File: src/rtl/dense_seq_ctrl_pkg.sv
`default_nettype none
// ============================================================================
// Module      : dense_seq_ctrl_pkg
// Description : Shared settle latencies, state encoding and helpers for the
//               dense-layer chain sequencer.
// Revision    : 1.0 - initial release
// ============================================================================
package dense_seq_ctrl_pkg;

    // Default settle cycles for each dense layer
    localparam int LAT_1 = 64;
    localparam int LAT_2 = 64;
    localparam int LAT_3 = 32;

    // Default settle counter width; must hold max(LAT_n)-1
    localparam int CNT_W = 8;

    // Sequencer states
    typedef enum logic [2:0] {
        IDLE   = 3'd0,
        RUN_L1 = 3'd1,
        CAP_L1 = 3'd2,
        RUN_L2 = 3'd3,
        CAP_L2 = 3'd4,
        RUN_L3 = 3'd5,
        CAP_L3 = 3'd6,
        DONE   = 3'd7
    } seq_state_t;

    // Layer index (1..3) to one-hot enable; index 0 means no layer active
    function automatic logic [2:0] layer_onehot(input logic [1:0] idx);
        logic [2:0] v;
        v = 3'b000;
        case (idx)
            2'd1:    v = 3'b001;
            2'd2:    v = 3'b010;
            2'd3:    v = 3'b100;
            default: v = 3'b000;
        endcase
        return v;
    endfunction

endpackage
`default_nettype wire

File: src/rtl/dense_seq_ctrl_counter.sv
`default_nettype none
// ============================================================================
// Module      : seq_settle_counter
// Description : Loadable down-counter that measures a layer's settle time.
//               Decrement saturates at zero so the count never wraps.
// Revision    : 1.0 - initial release
// ============================================================================
module seq_settle_counter #(
    parameter int CNT_W = 8
) (
    input  logic             clk,
    input  logic             rst,
    input  logic             clr,
    input  logic             load,
    input  logic [CNT_W-1:0] load_val,
    input  logic             dec,
    output logic             zero
);

    logic [CNT_W-1:0] r_count;

    // Count register: clear, load on entering a RUN state, else saturating decrement
    always_ff @(posedge clk) begin
        if (rst || clr) begin
            r_count <= '0;
        end else if (load) begin
            r_count <= load_val;
        end else if (dec && (r_count != '0)) begin
            r_count <= r_count - 1'b1;
        end
    end

    assign zero = (r_count == '0);

endmodule
`default_nettype wire

File: src/rtl/dense_seq_ctrl.sv
`default_nettype none
// ============================================================================
// Module      : dense_seq_ctrl
// Description : Sequencer for the three-layer dense chain. Enables one layer
//               at a time for its settle time, strobes a capture after each
//               layer and offers the final result with a valid/ack handshake.
// Revision    : 1.0 - initial release
// ============================================================================
module dense_seq_ctrl #(
    parameter int LAT_1 = dense_seq_ctrl_pkg::LAT_1,
    parameter int LAT_2 = dense_seq_ctrl_pkg::LAT_2,
    parameter int LAT_3 = dense_seq_ctrl_pkg::LAT_3,
    parameter int CNT_W = dense_seq_ctrl_pkg::CNT_W
) (
    input  logic       clk,
    input  logic       rst,
    input  logic       start,
    input  logic       abort,
    input  logic       out_ack,
    output logic       busy,
    output logic [2:0] layer_en,
    output logic [2:0] capture,
    output logic [1:0] layer_idx,
    output logic       out_valid,
    output logic       err_start
);

    import dense_seq_ctrl_pkg::*;

    // Counter reload values: RUN_Ln lasts LAT_n cycles (count LAT_n-1 down to 0)
    localparam logic [CNT_W-1:0] c_LOAD_L1 = CNT_W'(LAT_1 - 1);
    localparam logic [CNT_W-1:0] c_LOAD_L2 = CNT_W'(LAT_2 - 1);
    localparam logic [CNT_W-1:0] c_LOAD_L3 = CNT_W'(LAT_3 - 1);

    seq_state_t       r_state;
    seq_state_t       w_next;
    logic             r_err_start;
    logic             w_load;
    logic [CNT_W-1:0] w_load_val;
    logic             w_dec;
    logic             w_clr;
    logic             w_zero;
    logic             w_not_idle;

    assign w_not_idle = (r_state != IDLE);

    // Abort wipes the count so an aborted pass leaves nothing behind
    assign w_clr = abort && w_not_idle;

    // Only RUN states consume settle time
    assign w_dec = (r_state == RUN_L1) || (r_state == RUN_L2) || (r_state == RUN_L3);

    seq_settle_counter #(
        .CNT_W (CNT_W)
    ) u_settle (
        .clk      (clk),
        .rst      (rst),
        .clr      (w_clr),
        .load     (w_load),
        .load_val (w_load_val),
        .dec      (w_dec),
        .zero     (w_zero)
    );

    // State register
    always_ff @(posedge clk) begin
        if (rst) begin
            r_state <= IDLE;
        end else begin
            r_state <= w_next;
        end
    end

    // Sticky flag for a start request arriving while a pass is in flight
    always_ff @(posedge clk) begin
        if (rst) begin
            r_err_start <= 1'b0;
        end else if (start && w_not_idle) begin
            r_err_start <= 1'b1;
        end
    end

    // Next-state logic and counter load control; abort outranks everything
    always_comb begin
        w_next     = r_state;
        w_load     = 1'b0;
        w_load_val = '0;
        if (abort && w_not_idle) begin
            w_next = IDLE;
        end else begin
            case (r_state)
                IDLE: begin
                    if (start) begin
                        w_next     = RUN_L1;
                        w_load     = 1'b1;
                        w_load_val = c_LOAD_L1;
                    end
                end
                RUN_L1: if (w_zero) w_next = CAP_L1;
                CAP_L1: begin
                    w_next     = RUN_L2;
                    w_load     = 1'b1;
                    w_load_val = c_LOAD_L2;
                end
                RUN_L2: if (w_zero) w_next = CAP_L2;
                CAP_L2: begin
                    w_next     = RUN_L3;
                    w_load     = 1'b1;
                    w_load_val = c_LOAD_L3;
                end
                RUN_L3: if (w_zero) w_next = CAP_L3;
                CAP_L3: w_next = DONE;
                DONE:   if (out_ack) w_next = IDLE;
                default: w_next = IDLE;
            endcase
        end
    end

    // Moore output decode from the registered state
    always_comb begin
        busy      = 1'b0;
        layer_idx = 2'd0;
        capture   = 3'b000;
        out_valid = 1'b0;
        case (r_state)
            RUN_L1, CAP_L1: begin
                busy      = 1'b1;
                layer_idx = 2'd1;
            end
            RUN_L2, CAP_L2: begin
                busy      = 1'b1;
                layer_idx = 2'd2;
            end
            RUN_L3, CAP_L3: begin
                busy      = 1'b1;
                layer_idx = 2'd3;
            end
            DONE:    out_valid = 1'b1;
            default: busy      = 1'b0;
        endcase
        layer_en = layer_onehot(layer_idx);
        if ((r_state == CAP_L1) || (r_state == CAP_L2) || (r_state == CAP_L3)) begin
            capture = layer_en;
        end
    end

    assign err_start = r_err_start;

endmodule
`default_nettype wire

File: config.mk
export PLATFORM = sky130hd
export DESIGN_NAME = dense_seq_ctrl
export DESIGN_NICKNAME = d
export VERILOG_FILES = /design/src/rtl/dense_seq_ctrl_pkg.sv /design/src/rtl/dense_seq_ctrl_counter.sv /design/src/rtl/dense_seq_ctrl.sv
export SDC_FILE = /design/constraint.sdc
export NUM_CORES = 1
export LEC_CHECK = 0
export BUFFER_PORTS_ARGS = -buffer_cell sky130_fd_sc_hd__buf_2
export CORE_UTILIZATION = 40
export CTS_CLUSTER_SIZE = 25
export DETAILED_ROUTE_END_ITERATION = 8
export GPL_ROUTABILITY_DRIVEN = 0
export HOLD_SLACK_MARGIN = 0.03
export SYNTH_ARGS = -nofsm -noshare
export SYNTH_HDL_FRONTEND = slang
export SYNTH_HIERARCHICAL = 1
export SYNTH_SLANG_ARGS = --single-unit
File: constraint.sdc
create_clock -name clk -period 1.7 [get_ports clk]
set_input_delay 0 -clock clk [delete_from_list [all_inputs] [get_ports clk]]
set_output_delay 0 -clock clk [all_outputs]
set_load 0.03 [all_outputs]
# == After elaboration in Yosys (flattened, before gate mapping) ==
# Cells that the tools add are included.
# W data, S select, Z words.
# word_totals
inputBits,5
elab_cells,58
output_inout_bits,11
reg_bits,12
# op_classes
eq_ne,15
n_addsub,1
muxes,19
n_reduce_logical,20
# ops
operator,n
$pmux W3 S8,1
$mux W3,6
$pmux W6 S3,1
$mux W8,2
$eq A3 B3 Y1 const B,4
$mux W6,2
$reduce_or A2 Y1,5
$pmux W3 S3,1
$logic_not A8 Y1,1
$reduce_bool A8 Y1,1
$sub A8 B1 Y8 const B,1
$eq A3 B2 Y1 const B,2
$ne A2 B1 Y1 const B,3
$pmux W2 S3,1
$reduce_or A6 Y1,1
$logic_or A1 B1 Y1,5
$reduce_and A5 Y1,1
$eq A2 B2 Y1 const B,2
$mux W1,4
$ne A2 B2 Y1 const B,2
$eq A3 B1 Y1 const B,1
$logic_and A1 B1 Y1,3
$logic_not A3 Y1,1
$reduce_bool A3 Y1,1
3 further kinds,3

# == Logic depth before layout (Yosys ltp) ==
# logic_depth
word_depth,6
depth_mapped,8
mapped_depth_nobuf,6

# == Cells and area by module ==
# Netlist, hierarchy kept.
# modules_own_cells
module,seq_area_each_um2,area_each_um2,n_inst,cells_per_inst
seq_settle_counter,160.2,476.7,1,57
dense_seq_ctrl,80.1,350.3,1,45

# == Worst setup path after synthesis ==
# No wires, ideal clock.
# synth_timing
path_type,register to register
start,register r_state[0]
end,register u_settle.r_count[7]
arrival_ns,1.675
period_less_slack_ns,1.806
setup_slack_ns,-0.106
setup_ns,0.131
n_path_buf,1
t_required_ns,1.569
stages_incl_launch_ff,7
cell_sequence,dfxtp_1 -> buf_2 -> and2_2 -> or3b_1 -> nor4_1 -> mux2i_1 -> a21oi_1
# synth_between
elab_chain_cells,5
word_cells_on_any_way,17
classes_between,5 x eq/ne; 3 x mux; 9 x reduce/logical
# synth_lines
element,line,text
from (decl),dense_seq_ctrl.sv:35,seq_state_t r_state;
from (signal assigned),dense_seq_ctrl.sv:70,r_state <= w_next;
$eq A3 B1 Y1 / $eq A3 B2 Y1 (equally long branches),dense_seq_ctrl.sv:51,assign w_dec = (r_state == RUN_L1) || (r_state == RUN_L2) || (r_state == RUN_L3);
$logic_or A1 B1 Y1,dense_seq_ctrl.sv:51,
$logic_or A1 B1 Y1 (*),dense_seq_ctrl.sv:51,
net w_dec,dense_seq_ctrl.sv:40,logic w_dec;
$logic_and A1 B1 Y1 (*),dense_seq_ctrl_counter.sv:28,end else if (dec && (r_count != '0)) begin
$reduce_bool A2 Y1 (no source line) (*),-,
to (signal assigned),dense_seq_ctrl_counter.sv:27,r_count <= load_val;
to (signal assigned),dense_seq_ctrl_counter.sv:29,r_count <= r_count - 1'b1;
to (decl),dense_seq_ctrl_counter.sv:20,logic [CNT_W-1:0] r_count;
# The timed path passes the listed nets; every way through them passes the cells marked *.
# A chain may end at the register's enable or synchronous reset.

# == Worst setup path after layout ==
# layout_timing
start,register r_state[1]
end,register u_settle.r_count[1]
# layout_between
word_cells_on_any_way,19
classes_between,5 x eq/ne; 5 x mux; 9 x reduce/logical
# layout_lines
element,line,text
$reduce_bool A3 Y1 (*),dense_seq_ctrl.sv:45,assign w_not_idle = (r_state != IDLE);
$logic_and A1 B1 Y1 (*),dense_seq_ctrl.sv:48,assign w_clr = abort && w_not_idle;
net w_clr,dense_seq_ctrl.sv:41,logic w_clr;
$mux W6 / $mux W1 (equally long branches),dense_seq_ctrl.sv:88,if (abort && w_not_idle) begin
$mux W8 / $reduce_bool A2 Y1 (equally long branches),-,
# Marked as above.

==> reports/results.env <==
STATUS='completed'
DETAILROUTE.VIA_COUNT=796
CP.REQUIRED_NS=1.92
FIN_CRIT_SH_PCT=96.4
WORST-R2R-CELL-COUNT=6
P_SW_SHARE_PCT=36.8
SYNTH.YOSYS.WARNINGS=6
FMAX_GHz=0.610
N_ANTENNA_CELL=0
CLOCK-ROOT-BUFFER='sky130_fd_sc_hd__clkbuf_4'
CRIT_ARRIVAL_NS=1.86
NUMPORTBUFFERS=15
SYNTH_SIMPLE_GATE_AREA_SHARE_PCT=29.7
CLOCK_SINK_COUNT=12
SYNTH.LARGEST_AREA_CELL='sky130_fd_sc_hd__dfxtp_1'
CRITPATHKIND='flop to flop'
FINAL_COMMON_CELL='sky130_fd_sc_hd__buf_2'
SYNTH_AREA_PER_CELL_SQ_UM=8.11
INITIALDRTVIOLATIONCOUNT=19
SYNTH_COMPOUND_GATE_AREA_SHARE_PCT=22.8
YOSYS.AREA.TOP_TYPE_SHARE_PCT=29.0
MAXIMUM_CAPACITANCE_VIOLATIONS=0
DRT-PASS1-ITER-COUNT=4
WORSTSKEWPAIRLATENCY_NS=0.27
PATH_MAX_FANOUT=10
SEQ_AREA_FRAC_SYNTH_PCT=29.0
LAYOUT-DRIVE-GT1-SHARE_PCT=34.9
TRITONCTS_CLOCK_TREE='done'
ROWS=16
DIEWIDTH_UM=47.5
SYNTH_TOP_FAMILY_BY_AREA='simple AND/OR/NAND/NOR gates'
REG2REG_SETUP_SLACK_NS=0.06
END_KIND='flop'
SYNTHCELLS=102
SYNTH_FA_HA_AREA_SHARE_PCT=3.03
INITIAL_STANDARD_CELL_UTILIZATION_OF_THE_CORE_PCT=42.2
TRITONCTS.NUM_BUFFERS=3
WIRE_LENGTH_OF_THE_FIRST_GLOBAL_ROUTING_PASS_MM=2.80
DIE_OUTLINE_AREA_SQ_UM=2250
REMAINING_DRC_ERRORS=0
POWER_FRAC_SEQ_PCT=39.2
HOLDCRITPATHCLASS='input pin to flop'
SYNTH_XOR_XNOR_AREA_SHARE_PCT=4.24
FINAL_NET_COUNT=138
IOPINCOUNT=16
HOLD_WS_NS=0.0414
ROUTEDWLPERCELL_UM=11.8
SLEW_VIOL_FINAL=0
ANTENNA_LEFT=0
ENDPOINTS_FAILING_HOLD=0
GRT.TOTAL_USAGE_PCT=17.8
SYNTH_TOP_CELLS_BY_AREA='sky130_fd_sc_hd__dfxtp_1 29%, sky130_fd_sc_hd__a21oi_1 4.8%, sky130_fd_sc_hd__nor2_1 4.5%, sky130_fd_sc_hd__o21ai_0 4.2%, sky130_fd_sc_hd__mux2i_1 3.6%'
RSZ_0062_RAISED_AFTER_GLOBAL_ROUTING='false'
GRT_MAX_DEGREE=17
COMB_POWER_SHARE_PCT=41.1
POSTCTSSETUPREPAIRBUFS=0
NUMBER_OF_ANTENNA_VIOLATIONS_AT_THE_FIRST_CHECK_IN_GLOBAL_ROUTING=0
CLOCK_POWER_SHARE_PCT=19.7
INTPOWER_mW=0.566
WORST_HOLD_DEPTH=4
POST_SYNTH_INSTANCE_AREA_SQ_UM=827
POST_LAYOUT_MIN_PERIOD_NS=1.64
CLK_PATH_BUF_DEPTH=2
MOSTFREQUENTLAYOUTCELLS='15 x sky130_fd_sc_hd__buf_2, 11 x sky130_fd_sc_hd__dfxtp_1, 9 x sky130_fd_sc_hd__nor2_1, 9 x sky130_fd_sc_hd__buf_4'
CORE_SQ_UM=1960
STATIC-LEAKAGE-POWER_nW=0.465
DP_HPWL_MM=1.37
NETSWITCHINGPOWER_mW=0.330
TIMING.FINAL.SETUP_VIOLATIONS=0
VIAS_PER_CELL=5.10
SYNTH-SEQ-CELLS=12
AREA_DELTA_SYNTH_FINAL_PCT=30.1
CRITPATHLAUNCHTYPE='flop'
CLK_PIN_SLEW_WORST_PATHS_NS=0.07
POSTROUTEWIRELENGTH_MM=1.85
HOLD_START='out_ack'
WORST_R2R_SRC='r_state[1]'
IR_WORST_VDD_uV=497
POWER.DENSITY_nW_PER_UM2=833
FIN_SETUP_TNS_NS=0
R2R_END='u_settle/r_count[1]'
WORST_HOLD_END='r_state[2]'
CLOCK_SKEWS_NS=0.00137
H-TREE-DEPTH=1
POST_SYNTH_MUX_AREA_SHARE_PCT=5.45
YOSYS.CELL_TYPES.COUNT=44
DIE_Y_UM=47.5
GLOBALROUTEOVERFLOWTOTAL=0
NUMBER_OF_GLOBAL_ROUTE_VIAS_BEFORE_REPAIR=674
[metal layers]
| metal | share of wire, % | vias to the layer above | wire [um] | GRT usage [%] |
|---|---|---|---|---|
| met5 | 0 | - | 0 | 0 |
| met4 | 0 | 0 | 0 | 3.43 |
| met3 | 3.3 | 0 | 61 | 6.79 |
| met2 | 50 | 16 | 916 | 29.6 |
| met1 | 47 | 357 | 870 | 21.9 |
| li1 | - | 423 | - | - |
[registers in the layout (all words and copies together) (netlist names)]
signal,flops
err_start,1
r_state,3
u_settle/r_count,8
[power by group through the flow]
stage / clock network (mW) / registers (mW) / logic [mW]
4_1_cts: 0.183 / 0.348 / 0.350
3_5_place_dp: 0 / 0.354 / 0.339
6_report: 0.177 / 0.351 / 0.368
3_3_place_gp: 0 / 0.353 / 0.335
2_1_floorplan: 0 / 0.354 / 0.250
5_1_grt: 0.196 / 0.356 / 0.402
[worst max-delay path, stage by stage, from the launching register on]
cell and delay (ns):
sky130_fd_sc_hd__dfxtp_1 0.35, sky130_fd_sc_hd__buf_4 0.19, sky130_fd_sc_hd__nor3_2 0.18, sky130_fd_sc_hd__nor2_1 0.11, sky130_fd_sc_hd__or2_2 0.33, sky130_fd_sc_hd__nor4b_1 0.27, sky130_fd_sc_hd__a311o_1 0.15
[per-stage QoR]
stage | worst slack [ns] | area, sq um | cells | power [mW] | util, %
2_1_floorplan | 0.00337 | 845 | 103 | 0.604 | -
4_1_cts | 0.0252 | 1050 | 156 | 0.881 | 53.7
6_report | 0.0607 | 1080 | 156 | 0.896 | 54.8
3_5_place_dp | 0.0110 | 997 | 150 | 0.693 | 50.8
5_1_grt | 0.0112 | 1080 | 156 | 0.955 | 54.8
3_3_place_gp | 0.0581 | 997 | 150 | 0.687 | 50.8
[synth_stat cells (all sizes together)]
| cell type | count |
|---|---|
| dfxtp | 12 |
| nor2 | 10 |
| a21oi | 8 |
| o21ai | 7 |
| inv | 6 |
| nand2 | 5 |
| a211oi | 4 |
| nor4 | 4 |
| a31oi | 3 |
| and2 | 3 |
| buf | 3 |
| mux2i | 3 |
| nand2b | 3 |
| nor3 | 3 |
| xnor2 | 3 |
| ha | 2 |
| nor3b | 2 |
| nor4b | 2 |
| or3 | 2 |
| a21boi | 1 |
| a21o | 1 |
| a311o | 1 |
| a311oi | 1 |
| and3 | 1 |
| clkbuf | 1 |
| conb | 1 |
| mux2 | 1 |
| nand3 | 1 |
| nor2b | 1 |
| o2111a | 1 |
| o21bai | 1 |
| o31ai | 1 |
| or2 | 1 |
| or3b | 1 |
| or4 | 1 |
| xor2 | 1 |
[repair_timing]
| action | CTS | global route |
|---|---|---|
| pin swaps | 0 | 1 |
| endpoints found under the setup margin | 1 | 11 |
| cloned | 0 | 0 |
| hold endpoints to repair | 4 | 0 |
| hold buffers | 3 | 0 |
| gates resized for setup | 1 | 6 |
[worst max-delay path by stage]
stage          slack, ns             endpoint  cells past startpoint                 from
2_1_floorplan      0.003  u_settle/r_count[5]                      5           r_state[0]
3_3_place_gp        0.06  u_settle/r_count[5]                      7           r_state[1]
3_5_place_dp        0.01  u_settle/r_count[1]                      6  u_settle/r_count[0]
4_1_cts             0.03  u_settle/r_count[1]                      6  u_settle/r_count[0]
5_1_grt             0.01  u_settle/r_count[1]                      6  u_settle/r_count[0]
6_report            0.06  u_settle/r_count[1]                      6           r_state[1]
[cell families (layout without fill, tap and decap cells)]
logic type / after synthesis / after routing
buf+inv: 10 / 36
xor+xnor: 4 / 4
flops: 12 / 12
fa+ha+maj: 2 / 2
simple gates: 40 / 40
compound gates: 29 / 29
other cells: 1 / 2
mux: 4 / 4
[area by class of cell]
class,instances,area (sq um)
clock buffer,3,22.5
fill,207,886
inverter,6,22.5
multi-input combinational,81,583
sequential,12,241
tap,27,33.8
timing repair buffer,27,173
Note: power is estimated with default switching activity, not from simulation.
